<file path="config.mk">
export PLATFORM = sky130hd
export DESIGN_NAME = adc_burst_reader
export DESIGN_NICKNAME = d
export VERILOG_FILES = /design/src/rtl/adc_burst_reader.sv
export SDC_FILE = /design/constraint.sdc
export NUM_CORES = 1
export LEC_CHECK = 0
export ABC_AREA = 1
export ABC_CLOCK_PERIOD_IN_PS = 2080
export CAP_MARGIN = 20
export CORE_MARGIN = 2
export CORE_UTILIZATION = 49
export CTS_BUF_LIST = sky130_fd_sc_hd__clkbuf_16
export CTS_CLUSTER_SIZE = 16
export DETAILED_ROUTE_END_ITERATION = 8
export PLACE_DENSITY_LB_ADDON = 0.05
export SLEW_MARGIN = 25
export SYNTH_ARGS = -nofsm -noshare
export SYNTH_HDL_FRONTEND = slang
export SYNTH_SLANG_ARGS = --single-unit
</file>
<file path="constraint.sdc">
create_clock -name XCLK -period 2.08 [get_ports XCLK]
set_input_delay 0.624 -clock XCLK [delete_from_list [all_inputs] [get_ports XCLK]]
set_output_delay 0.624 -clock XCLK [all_outputs]
set_load 0.005 [all_outputs]
</file>
<file path="src/rtl/adc_burst_reader.sv">
// Burst reader for a parallel-bus simultaneous-sampling ADC: pulses CONVST, waits out BUSY,
// then reads N_CH words over CS_N/RD_N and emits them as a tagged sample stream.
//
// state     | meaning
// S_IDLE    | waiting for start with a non-zero group mask
// S_PULSE   | CONVST driven with latched mask for T_CONVST cycles
// S_WAIT_RISE | waiting for synced BUSY high, bounded by BUSY_TO
// S_WAIT_FALL | waiting for synced BUSY low, bounded by BUSY_TO
// S_RD_LO   | CS_N and RD_N low; DB captured on the last low cycle
// S_RD_HI   | CS_N low, RD_N high between words
// S_QUIET   | CS_N high for T_QUIET cycles, then re-trigger or idle
module adc_burst_reader #(
  parameter int N_CH     = 8,
  parameter int DW       = 16,
  parameter int N_GRP    = 4,
  parameter int T_CONVST = 8,
  parameter int T_RD_LO  = 1,
  parameter int T_RD_HI  = 1,
  parameter int T_QUIET  = 4,
  parameter int BUSY_TO  = 64,
  localparam int CHW     = (N_CH > 1) ? $clog2(N_CH) : 1
) (
  input  logic             XCLK,
  input  logic             RST,
  input  logic             start,
  input  logic             cont,
  input  logic [N_GRP-1:0] grp_mask,
  output logic [N_GRP-1:0] CONVST,
  input  logic             BUSY,
  output logic             CS_N,
  output logic             RD_N,
  output logic             WR_N,
  input  logic [DW-1:0]    DB,
  output logic             smp_valid,
  output logic [DW-1:0]    smp_data,
  output logic [CHW-1:0]   smp_ch,
  output logic             frame_done,
  output logic             timeout_err,
  output logic             active
);

  localparam int TMAX_A = (T_CONVST > BUSY_TO) ? T_CONVST : BUSY_TO;
  localparam int TMAX_B = (T_RD_LO > T_RD_HI) ? T_RD_LO : T_RD_HI;
  localparam int TMAX_C = (TMAX_A > TMAX_B) ? TMAX_A : TMAX_B;
  localparam int TMAX   = (TMAX_C > T_QUIET) ? TMAX_C : T_QUIET;
  localparam int TW     = $clog2(TMAX + 1);

  typedef enum logic [2:0] {
    S_IDLE, S_PULSE, S_WAIT_RISE, S_WAIT_FALL, S_RD_LO, S_RD_HI, S_QUIET
  } state_t;

  state_t           state, state_nx;
  logic [TW-1:0]    tmr, tmr_nx;
  logic [CHW-1:0]   idx, idx_nx;
  logic [N_GRP-1:0] mask, mask_nx;
  logic             busy_m, busy_s;
  logic             tmr_tc, last_word, capture, timeout_nx;

  assign tmr_tc    = (tmr == '0);
  assign last_word = (idx == CHW'(N_CH - 1));

  always_comb begin
    state_nx   = state;
    tmr_nx     = tmr;
    idx_nx     = idx;
    mask_nx    = mask;
    capture    = 1'b0;
    timeout_nx = 1'b0;
    case (state)
      S_IDLE: begin
        if (start && (grp_mask != '0)) begin
          mask_nx  = grp_mask;
          tmr_nx   = TW'(T_CONVST - 1);
          state_nx = S_PULSE;
        end
      end
      S_PULSE: begin
        if (tmr_tc) begin
          tmr_nx   = TW'(BUSY_TO - 1);
          state_nx = S_WAIT_RISE;
        end else begin
          tmr_nx = tmr - TW'(1);
        end
      end
      S_WAIT_RISE: begin
        if (busy_s) begin
          tmr_nx   = TW'(BUSY_TO - 1);
          state_nx = S_WAIT_FALL;
        end else if (tmr_tc) begin
          timeout_nx = 1'b1;
          state_nx   = S_IDLE;
        end else begin
          tmr_nx = tmr - TW'(1);
        end
      end
      S_WAIT_FALL: begin
        if (!busy_s) begin
          idx_nx   = '0;
          tmr_nx   = TW'(T_RD_LO - 1);
          state_nx = S_RD_LO;
        end else if (tmr_tc) begin
          timeout_nx = 1'b1;
          state_nx   = S_IDLE;
        end else begin
          tmr_nx = tmr - TW'(1);
        end
      end
      S_RD_LO: begin
        if (tmr_tc) begin
          capture  = 1'b1;
          tmr_nx   = TW'(T_RD_HI - 1);
          state_nx = S_RD_HI;
        end else begin
          tmr_nx = tmr - TW'(1);
        end
      end
      S_RD_HI: begin
        if (tmr_tc) begin
          if (last_word) begin
            tmr_nx   = TW'(T_QUIET - 1);
            state_nx = S_QUIET;
          end else begin
            idx_nx   = idx + CHW'(1);
            tmr_nx   = TW'(T_RD_LO - 1);
            state_nx = S_RD_LO;
          end
        end else begin
          tmr_nx = tmr - TW'(1);
        end
      end
      S_QUIET: begin
        if (tmr_tc) begin
          if (cont) begin
            tmr_nx   = TW'(T_CONVST - 1);
            state_nx = S_PULSE;
          end else begin
            state_nx = S_IDLE;
          end
        end else begin
          tmr_nx = tmr - TW'(1);
        end
      end
      default: state_nx = S_IDLE;
    endcase
  end

  always_ff @(posedge XCLK) begin
    if (RST) begin
      state       <= S_IDLE;
      tmr         <= '0;
      idx         <= '0;
      mask        <= '0;
      busy_m      <= 1'b0;
      busy_s      <= 1'b0;
      smp_valid   <= 1'b0;
      smp_data    <= '0;
      smp_ch      <= '0;
      frame_done  <= 1'b0;
      timeout_err <= 1'b0;
    end else begin
      state       <= state_nx;
      tmr         <= tmr_nx;
      idx         <= idx_nx;
      mask        <= mask_nx;
      busy_m      <= BUSY;
      busy_s      <= busy_m;
      smp_valid   <= capture;
      frame_done  <= capture && last_word;
      timeout_err <= timeout_nx;
      if (capture) begin
        smp_data <= DB;
        smp_ch   <= idx;
      end
    end
  end

  // CS_N spans both read phases so it stays low for the whole burst
  assign CONVST = (state == S_PULSE) ? mask : '0;
  assign CS_N   = !((state == S_RD_LO) || (state == S_RD_HI));
  assign RD_N   = (state != S_RD_LO);
  assign WR_N   = 1'b1;
  assign active = (state != S_IDLE);

endmodule
</file>
==> reports/qor.txt <==
Status = complete, no violations
Dpl hpwl = 3.83 mm
Vias per cell = 5.07
Post-route worst setup slack = 39.3 ps
Clock sink total = 41
Layout cell share with drive strength beyond 1 = 13.6%
Diode count = 0
Crit-path max FO = 7
Skew final = 5.40 ps
Top cell type by total area after synthesis = dfxtp_1
Max Cap Viol = 0
Gpl congestion = 0.901
Setup TNS = 0 ps
Clock period minus final worst setup slack = 2040 ps
Top post-synthesis cells by area = dfxtp_1, nand2_1, nor2_1
I/O pin total = 55
Initial antenna violation count = 0
Nets@finish = 412
Most used routing layer = met2
Fin. max-slew vios = 0
Worst-path clk slew = 60 ps
Vias in the first global route = 1984
Power Total = 3380 uW
Area delta synth->final = 37.1%
Clk_lat worst skew = 280 ps
Power Dens Cells = 1130 nW/um2
# rows = 24
Routing usage on met3 = 6.84%
Starting Density = 50.5%
Data required, critical path = 1460 ps
I/O Buffers = 53
Share of the synthesized area in the top cell type = 37.6%
Die ar. = 5010 um2
Cell count after synthesis = 319
Seq cells post-synth = 41
Clk buf depth = 2
Footprint of the multi-input gates = 1200 um2
Fmax = 490 MHz
Worst EP arrival = 1420 ps
RSZ-0062 raised after global routing = yes
Drt first-iter violations = 143
Final period utilization = 98.1%
Antenna viol nets, final = 0
Pre-Repair DR Iteration Count = 4
Total track usage = 22.4%
# setup viols final = 0
Kind of critical path = reg -> out
WHS = 404 ps
Grt ovf = 0
Max VDD drop = 0.515 mV
Post-Syn Area per Cell = 6.84 um2
CP Capture Type = output port
Met2 usage = 36.8%
Drt drc = 0
Vias = 2197
Top FF cell, synth = dfxtp_1
Commonest cells post-synth = nand2_1, nor2_1, dfxtp_1
Static leakage = 0.00131 uW
Met1 GRT Util = 27.8%
# fillers = 392
Die X = 70.8 um
Synth Warn # = 0
Chip height = 70.8 um
Netlist cell types = 34
CTS Buf Count = 5
Non-Filler Instances = 433
Htree depth = 2
CP startpoint kind = register
Mapped cell area = 2180 um2
Post-synth EDFFs = 0
Hold WC Path Type = reg -> reg
Clock root cell = clkbuf_16
FF/Latch Area = 830 um2
FFs w/ async S/R, synth = 0%
Largest net degree at the start of global routing = 29
Final count of hold timing violations = 0
Core box area = 4320 um2
First-pass GRT wire length = 9.02 mm
Routed WL per cell = 12.6 um
Dpl cells = 421
Final wirelength = 5.44 mm
Seq/Total Area, Yosys = 37.6%
Syn_nets = 350
CTS tree = built
Worst slack, placed = 90.4 ps
[stage by stage]
stage / cell area, um2 / util (%)
after global placement: 2790 / 64.5
after floorplan: 2180 / -
final: 2990 / 69.2
after global routing: 2990 / 69.2
after detailed placement: 2790 / 64.5
after CTS: 2970 / 68.6
[report_power, final]
| group | total (uW) | switching [uW] | internal (uW) |
|---|---|---|---|
| registers | 1030 | 124 | 903 |
| clock network | 730 | 295 | 435 |
| logic | 1620 | 958 | 661 |
| total | 3380 | 1380 | 2000 |
[critical path, cell delays in order (launching register included)]
cell and delay, ps:
dfxtp_4 380, inv_4 90, nand3_4 100, nor2_4 80
clkdlybuf4s50_1 490
[worst paths after layout]
check                              start   endpoint  slack [ps]  depth (start not counted)
worst max register to register    tmr[1]     tmr[2]         270                         10
worst min-delay path              busy_m     busy_s         400                          2
worst max-delay path            state[2]  CONVST[3]          40                          4
worst min register to register    busy_m     busy_s         400                          2
[final cells by class]
class                   count  share of cell area, %
multi-input cells         236                   40.1
flip-flops and latches     41                   27.7
repair buffers             66                   21.4
clock buffers               5                   4.18
inverters                  31                   3.97
well taps                  52                   2.17
clock inverters             2                  0.418
[sequential cells by signal (all words and copies together), names as in the netlist]
name and count:
tmr 7, mask 4, idx 3, smp_valid 1
smp_ch 3, state 3, frame_done 1, busy_m 1
busy_s 1, timeout_err 1, smp_data 16
[cells in the final DEF (no fill, tap or decap), types with 2 or more instances in the layout]
master            n
dfxtp_1          38
dfxtp_4           2
nand2_2           4
a21oi_1          15
nor2_4            5
nor3_1            4
nand3b_1          3
o21ai_1           4
nand4_1           7
inv_1            25
inv_2             6
nand3_1          18
ha_1              6
nor2_1           64
nor2_2            4
o21ai_0          20
clkbuf_16         5
nand2_4           2
dlygate4sd2_1     2
clkdlybuf4s50_1  50
nand2_1          66
buf_4            12
a21oi_2           2
[repair_timing]
item / in CTS / in global routing
setup buffers: 3 / 2
hold endpoints to repair: 0 / 0
gates resized for setup: 9 / 5
pin swaps: 1 / 0
hold buffers: 0 / 0
endpoints found under the setup margin: 6 / 4
cloned: 0 / 0
[metal layers]
layer  vias to the layer above  part of all wire (%)
li1                       1141                     -
met1                       957                    44
met2                        84                    47
met3                        15                   6.5
met4                         0                   2.4
met5                         -                     0
[cell families (layout without fill, tap and decap cells)]
kind of cell	count (synthesis)	count (layout)	synth area share (%)
and+or+nand+nor	183	183	39.0
AOI/OAI and AO/OA	45	45	11.2
buffers and inverters	42	104	8.19
DFF	41	41	37.6
adders and majority gates	6	6	3.44
other	1	1	0.172
xor gates and xnor gates	1	1	0.401
Note: power is estimated with default switching activity, not from simulation.
